### src/rtl/cla_adder.sv
// Registered two-level carry-lookahead adder.
// Operands are split into 4-bit groups. Each group forms its internal carries and
// its group generate/propagate as flat sum-of-products. A second-level lookahead
// unit turns group G/P plus InputCarry into every group carry-in, again as a flat
// sum-of-products, so no carry ever ripples through a chain of groups.
// {OutputCarry, Sum} is registered and has one cycle of latency.
// Reset is synchronous and active-high, and it wins over the addition.

module cla_adder #(
    parameter int unsigned Width = 8
) (
    input  logic             Clock,
    input  logic             Reset,
    input  logic [Width-1:0] InputA,
    input  logic [Width-1:0] InputB,
    input  logic             InputCarry,
    output logic [Width-1:0] Sum,
    output logic             OutputCarry
);

    localparam int unsigned GroupSize = 4;
    localparam int unsigned NumGroups = Width / GroupSize;

    // Stop elaboration if the operand width cannot be split into whole groups.
    if ((Width % GroupSize) != 0 || Width == 0) begin : gWidthCheck
        $error("cla_adder: Width must be a non-zero multiple of 4");
    end

    // Per-bit generate and propagate.
    logic [Width-1:0] bitGen;
    logic [Width-1:0] bitProp;

    // Carry into each bit position. carry[0] is InputCarry.
    logic [Width-1:0] carry;

    // Group-level signals. groupCarry[j] is the carry into group j.
    // groupCarry[NumGroups] is the carry out of the top group.
    logic [NumGroups-1:0] groupGen;
    logic [NumGroups-1:0] groupProp;
    logic [NumGroups:0]   groupCarry;

    // Next-state values for the output register.
    logic [Width-1:0] sumD;
    logic             carryOutD;
    logic [Width-1:0] sumQ;
    logic             carryOutQ;

    assign bitGen  = InputA & InputB;
    assign bitProp = InputA ^ InputB;

    // First level: each 4-bit group produces c1..c3, G and P from explicit
    // two-level products. None of these terms depends on another group's carry.
    for (genvar j = 0; j < NumGroups; j++) begin : gGroup
        logic [3:0] g;
        logic [3:0] p;
        logic       cin;

        assign g   = bitGen[GroupSize*j +: GroupSize];
        assign p   = bitProp[GroupSize*j +: GroupSize];
        assign cin = groupCarry[j];

        assign carry[GroupSize*j] = cin;

        assign carry[GroupSize*j + 1] = g[0]
                                      | (p[0] & cin);

        assign carry[GroupSize*j + 2] = g[1]
                                      | (p[1] & g[0])
                                      | (p[1] & p[0] & cin);

        assign carry[GroupSize*j + 3] = g[2]
                                      | (p[2] & g[1])
                                      | (p[2] & p[1] & g[0])
                                      | (p[2] & p[1] & p[0] & cin);

        assign groupGen[j] = g[3]
                           | (p[3] & g[2])
                           | (p[3] & p[2] & g[1])
                           | (p[3] & p[2] & p[1] & g[0]);

        assign groupProp[j] = p[3] & p[2] & p[1] & p[0];
    end

    // Second-level lookahead term for the carry out of group j:
    //   G[j] | P[j]G[j-1] | ... | P[j]..P[1]G[0] | P[j]..P[0]cin
    // Each product is formed independently and then ORed together.
    function automatic logic lookaheadCarry(
        input int                   j,
        input logic [NumGroups-1:0] gg,
        input logic [NumGroups-1:0] pp,
        input logic                 cin
    );
        logic acc;
        logic term;
        acc = 1'b0;
        for (int k = 0; k <= j; k++) begin
            term = gg[k];
            for (int m = k + 1; m <= j; m++) begin
                term = term & pp[m];
            end
            acc = acc | term;
        end
        term = cin;
        for (int m = 0; m <= j; m++) begin
            term = term & pp[m];
        end
        return acc | term;
    endfunction

    assign groupCarry[0] = InputCarry;

    // Second level: the carry into every group comes directly from group G/P and
    // InputCarry.
    for (genvar j = 0; j < NumGroups; j++) begin : gLookahead
        assign groupCarry[j+1] = lookaheadCarry(j, groupGen, groupProp, InputCarry);
    end

    // Sum bits and carry out of the most significant group.
    always_comb begin
        sumD      = bitProp ^ carry;
        carryOutD = groupCarry[NumGroups];
    end

    // Output register: reset clears it, otherwise it captures the new sum.
    always_ff @(posedge Clock) begin
        if (Reset) begin
            sumQ      <= '0;
            carryOutQ <= 1'b0;
        end else begin
            sumQ      <= sumD;
            carryOutQ <= carryOutD;
        end
    end

    assign Sum         = sumQ;
    assign OutputCarry = carryOutQ;

endmodule

### config.mk
export PLATFORM = sky130hd
export DESIGN_NAME = cla_adder
export DESIGN_NICKNAME = d
export VERILOG_FILES = /design/src/rtl/cla_adder.sv
export SDC_FILE = /design/constraint.sdc
export NUM_CORES = 1
export LEC_CHECK = 0
export ABC_CLOCK_PERIOD_IN_PS = 2300
export CORE_AREA = 2 2 39 41
export CTS_BUF_LIST = sky130_fd_sc_hd__clkbuf_8
export DETAILED_ROUTE_END_ITERATION = 10
export DIE_AREA = 0 0 41 43
export DONT_BUFFER_PORTS = 1
export GPL_TIMING_DRIVEN = 0
export HOLD_SLACK_MARGIN = 0.15
export SYNTH_ARGS = -nofsm -noshare
export SYNTH_HDL_FRONTEND = slang
export SYNTH_SLANG_ARGS = --single-unit
### constraint.sdc
create_clock -name Clock -period 2.3 [get_ports Clock]
set_clock_uncertainty 0.15 [all_clocks]
set_input_delay 0.23 -clock Clock [delete_from_list [all_inputs] [get_ports Clock]]
set_output_delay 0.23 -clock Clock [all_outputs]
set_load 0.05 [all_outputs]
# After elaboration in Yosys (flattened, before gate mapping)
# Cells that the tools add are included.
[totals] reg_bits=9 latch_bits=0 ramBits=0 romBits=0 inputBits=19 out_inout_bits=9 n_memories=0
[classes] n_addsub=0 mul=0 n_div=0 magnitude_cmp=0 n_eq_ne=0 shift=0 muxes=0 bitwise_logic=57 n_reduce_logical=0
[ops] cell="$and 1x1->1" count=33
[ops] cell="$or 1x1->1" count=21
[ops] cell="$xor 8x8->8" count=2
[ops] cell="$and 8x8->8" count=1

# Longest topological paths before layout
[logic_depth] ltp_word=9 depth_mapped=7 depth_no_buf=7

# Least setup slack after synthesis
# OpenSTA, ideal clock, no wires.
[synth_path] kind="input-to-reg" startpoint="input port InputA[0]" endpoint="register sumQ[5], in the netlist Sum[5]" setup_time_ns=0.117 arrival_time_ns=1.712 required_time_ns=2.033 slack_ns=0.321 cell_stages=7 n_path_buf=0 path_cell_list="ha_1 a21oi_1 o211ai_2 or2_2 fa_1 xnor2_1 nor2_1"
[synth_via] elab_chain_len=7 elab_cells_between_ends=10
[synth_lines] item="start, declared" line_no="14" text="input logic [Width-1:0] InputA,"
[synth_lines] item="$and 8x8->8 / $xor 8x8->8 (equally long branches)" line_no="48, 49"
[synth_lines] item="$and 1x1->1, on equally long branches" line_no="79, 81"
[synth_lines] item="$or 1x1->1 / $and 1x1->1 (equally long branches)" line_no="79, 105"
[synth_lines] item="$or 1x1->1 (*)" line_no="107" text="return acc | term;"
[synth_lines] item="$and 1x1->1 (*)" line_no="65" text="| (p[0] & cin);"
[synth_lines] item="$or 1x1->1 (*)" line_no="65"
[synth_lines] item="$xor 8x8->8 (*)" line_no="120" text="sumD = bitProp ^ carry;"
[synth_lines] item="end signal, assigned" line_no="130" text="sumQ <= sumD;"
[synth_lines] item="end, declared" line_no="45" text="logic [Width-1:0] sumQ;"
# Mark *: on every way between the ends. The rest lies on a longest branch, timed or not.
# A chain may end at the register's enable or synchronous reset.

# Final worst setup path
[layout_path] startpoint="input port InputCarry" endpoint="register sumQ[0], in the netlist Sum[0]"
[layout_via] elab_chain_len=1
[layout_lines] item="start, declared" line_no="16" text="input logic InputCarry,"
[layout_lines] item="$xor 8x8->8" line_no="120"
[layout_lines] item="via sumD[0]" line_no="43" text="logic [Width-1:0] sumD;"
# The timed path passes the listed nets, and every way through them passes these cells.

==> out/summary.json <==
{
  "outcome": "complete, no violations",
  "cts.reportedPaths.clkPinSlew_ps": 40,
  "clockBufferDepth": 2,
  "initial_core_util_pct": 44.0,
  "crit_path_frequent_cell": "sky130_fd_sc_hd__dlygate4sd3_1",
  "number_of_library_cell_types_mapped_by_synthesis": 27,
  "route.antenna.remaining_nets": 0,
  "grt-busiest-layer": "met1",
  "final_hpwl_dp_um": 840,
  "multiplexer_area_fraction_after_synthesis_pct": 1.85,
  "cp.required_ps": 2260,
  "final_nets": 101,
  "slew_violations": 0,
  "gp_congestion": 0.756,
  "tritoncts_clock_tree": "done",
  "worstMarginPinSlew_ps": 484,
  "detail_route.drc_violations": 0,
  "post_route_cells_drive_above_1_share_pct": 11.3,
  "syn_avg_cell_area_um2": 9.52,
  "antennaDiodeCount": 0,
  "chip_height_um": 43,
  "largest_family_of_logic_cells_by_synthesized_area": "adder cells",
  "pwr-share-comb_pct": 21.1,
  "max-vdd-ir-drop_uv": 221,
  "maxSlewHeadroom_pct": 67.7,
  "largest_net_degree_at_the_start_of_global_routing": 11,
  "cts_max_level": 1,
  "min_clock_period_post_route_ps": 1910,
  "fmaxAchievable_mhz": 524,
  "setup-tns-final_ps": 0,
  "cts_root_buffer": "sky130_fd_sc_hd__clkbuf_8",
  "final_setup_slack_of_the_worst_path_ps": 391,
  "synth_warnings": 0,
  "max_stage_delay_ps": 550,
  "synth_simple_gate_area_share_pct": 22.4,
  "grtUsageTotal_pct": 13.6,
  "post-place-cells": 80,
  "final_area_um2": 704,
  "number_of_global_route_vias_before_repair": 393,
  "hold_violations": 0,
  "final.fill_count": 128,
  "tritoncts_num_sinks": 9,
  "post-layout-total-power_mw": 0.536,
  "timing.hold.ws_ps": 170,
  "power_density_nw_per_um2": 761,
  "detail_route.iter0.violations": 10,
  "design.die.area_um2": 1760,
  "fraction_of_synthesized_cell_area_in_xor_and_xnor_cells_pct": 2.87,
  "non_filler_instance_count_after_layout": 87,
  "grt_setup_unrepaired": "no",
  "dpl_cell_area_um2": 629,
  "final_core_utilization_pct": 50.9,
  "timing.final.setup_violations": 0,
  "mappedNetlistArea_um2": 609,
  "finalWirelength_um": 1010,
  "timing.final.crit_share_pct": 83.0,
  "die_width_um": 41,
  "place_ws_ps": 159,
  "power.share.switching_pct": 34.9,
  "antenna_found_initial": 0,
  "critical_path_buffer_and_inverter_count": 2,
  "total_net_switching_power_mw": 0.187,
  "seq_cell_area_um2": 180,
  "multi_input_logic_area_um2": 417,
  "design.portCount": 28,
  "synth_enable_flop_cells": 0,
  "internal_power_mw": 0.349,
  "detail_route.wl_per_cell_um": 11.6,
  "synth_seq_area_share_pct": 29.6,
  "postcts_setup_bufs": 0,
  "groute.layer.met3.usage_pct": 1.57,
  "synth-seq-cells": 9,
  "vias": 479,
  "critical_path.cell_chain": "dlygate4sd3_1 -> fa_1 -> dlygate4sd3_1 -> nor2b_1",
  "cts_buffers": 3,
  "timing.critical_path.to_type": "flip-flop",
  "master_of_the_slowest_instance_on_the_critical_path": "sky130_fd_sc_hd__dlygate4sd3_1",
  "core_footprint_um2": 1380,
  "worst_setup_path_start_kind": "input pin",
  "power.sequential.fraction_pct": 47.1,
  "grt-ovfl-total": 0,
  "clock_power_share_pct": 31.8,
  "drtPass1Iterations": 4,
  "power_leakage_nw": 0.291,
  "avgViaCountPerCell": 5.51,
  "layout-area-overhead-vs-synth_pct": 15.6,
  "synth_fa_ha_area_share_pct": 23.0,
  "cap_viol_max_count": 0,
  "port_buffers": 0,
  "syn_inst": 64,
  "worstPathMaxFanout": 3,
  "worst_path_dominant_cell_family": "buffers and inverters",
  "synth_ff_type": "sky130_fd_sc_hd__dfxtp_1",
  "grtUsageMet2_pct": 17.2,
  "synth_async_sr_flop_share_pct": 0,
  "hp-class": "in2reg",
  "global_route_wire_length_before_repair_um": 1630,
  "crit_type": "in2reg",
  "fraction_of_the_mapped_netlist_area_in_compound_gates_pct": 18.3,
  "num_rows": 14,
  "mappedNetlistNets": 93,
  "worstPathArrival_ps": 1870,
  "grtUsageMet1_pct": 20.2
}
[Yosys cell counts (2+ instances only)]
| cell type | instances | share of area, % |
|---|---|---|
| sky130_fd_sc_hd__xnor2_1 | 2 | 2.9 |
| sky130_fd_sc_hd__nor2b_1 | 4 | 4.1 |
| sky130_fd_sc_hd__nor3b_1 | 3 | 3.7 |
| sky130_fd_sc_hd__dfxtp_1 | 9 | 30 |
| sky130_fd_sc_hd__nor2_1 | 7 | 4.3 |
| sky130_fd_sc_hd__nand3_1 | 2 | 1.6 |
| sky130_fd_sc_hd__nand2_1 | 2 | 1.2 |
| sky130_fd_sc_hd__inv_1 | 2 | 1.2 |
| sky130_fd_sc_hd__o21ai_0 | 4 | 3.3 |
| sky130_fd_sc_hd__nor3_1 | 4 | 3.3 |
| sky130_fd_sc_hd__fa_1 | 2 | 6.6 |
| sky130_fd_sc_hd__ha_1 | 8 | 16 |
[final cells by class]
| type | count | share of cell area [%] |
|---|---|---|
| plain buffers | 1 | 0.710 |
| clock buffers | 3 | 5.86 |
| clock inverters | 1 | 0.533 |
| inverters | 2 | 1.07 |
| multi-input cells | 52 | 59.1 |
| flip-flops and latches | 9 | 25.6 |
| well taps | 16 | 2.84 |
| repair buffers | 3 | 4.26 |
[state kept, by name, indices dropped and copies added, names as in the netlist]
| register | count |
|---|---|
| OutputCarry | 1 |
| Sum | 8 |
[path summary, 6_finish.rpt]
check / start / endpoint / slack [ps] / depth (start not counted)
worst max-delay path: InputCarry / Sum[0] / 390 / 4
worst min-delay path: InputB[4] / Sum[4] / 170 / 2
[repair_timing]
| action | CTS | global route |
|---|---|---|
| hold buffers | 3 | 0 |
| gates resized for setup | 0 | 0 |
| endpoints found under the hold margin | 4 | 0 |
[power by group through the flow]
stage               clock, mW  combinational [mW]  sequential (mW)
floorplan                   0              0.0879            0.254
finish                  0.170               0.113            0.252
global placement            0               0.105            0.256
detailed placement          0               0.107            0.256
CTS                     0.175               0.114            0.253
global route            0.178               0.129            0.256
[layout by cell type (no fill, tap or decap), types with 3 or more instances in the layout]
cell type                       netlist  routed
sky130_fd_sc_hd__nor2b_1              4       4
sky130_fd_sc_hd__ha_1                 8       8
sky130_fd_sc_hd__dlygate4sd3_1        0       3
sky130_fd_sc_hd__clkbuf_8             0       3
sky130_fd_sc_hd__o21ai_0              4       4
sky130_fd_sc_hd__nor2_1               7       7
sky130_fd_sc_hd__dfxtp_1              9       9
sky130_fd_sc_hd__nor3b_1              3       3
sky130_fd_sc_hd__nor3_1               4       4
sky130_fd_sc_hd__inv_1                2       3
[per-layer routing]
layer,share of wire [%],vias up
met5,0,-
met3,6.4,0
li1,-,251
met2,42,16
met1,51,212
met4,0,0
[kinds of logic (layout without fill, tap and decap cells)]
kind of cell / after synthesis / count (layout)
compound gates: 13 / 13
buf+inv: 3 / 10
fa+ha+maj: 10 / 10
simple gates: 26 / 26
flops: 9 / 9
xor+xnor: 2 / 2
mux: 1 / 1
Power figures use the tool's default switching activity.
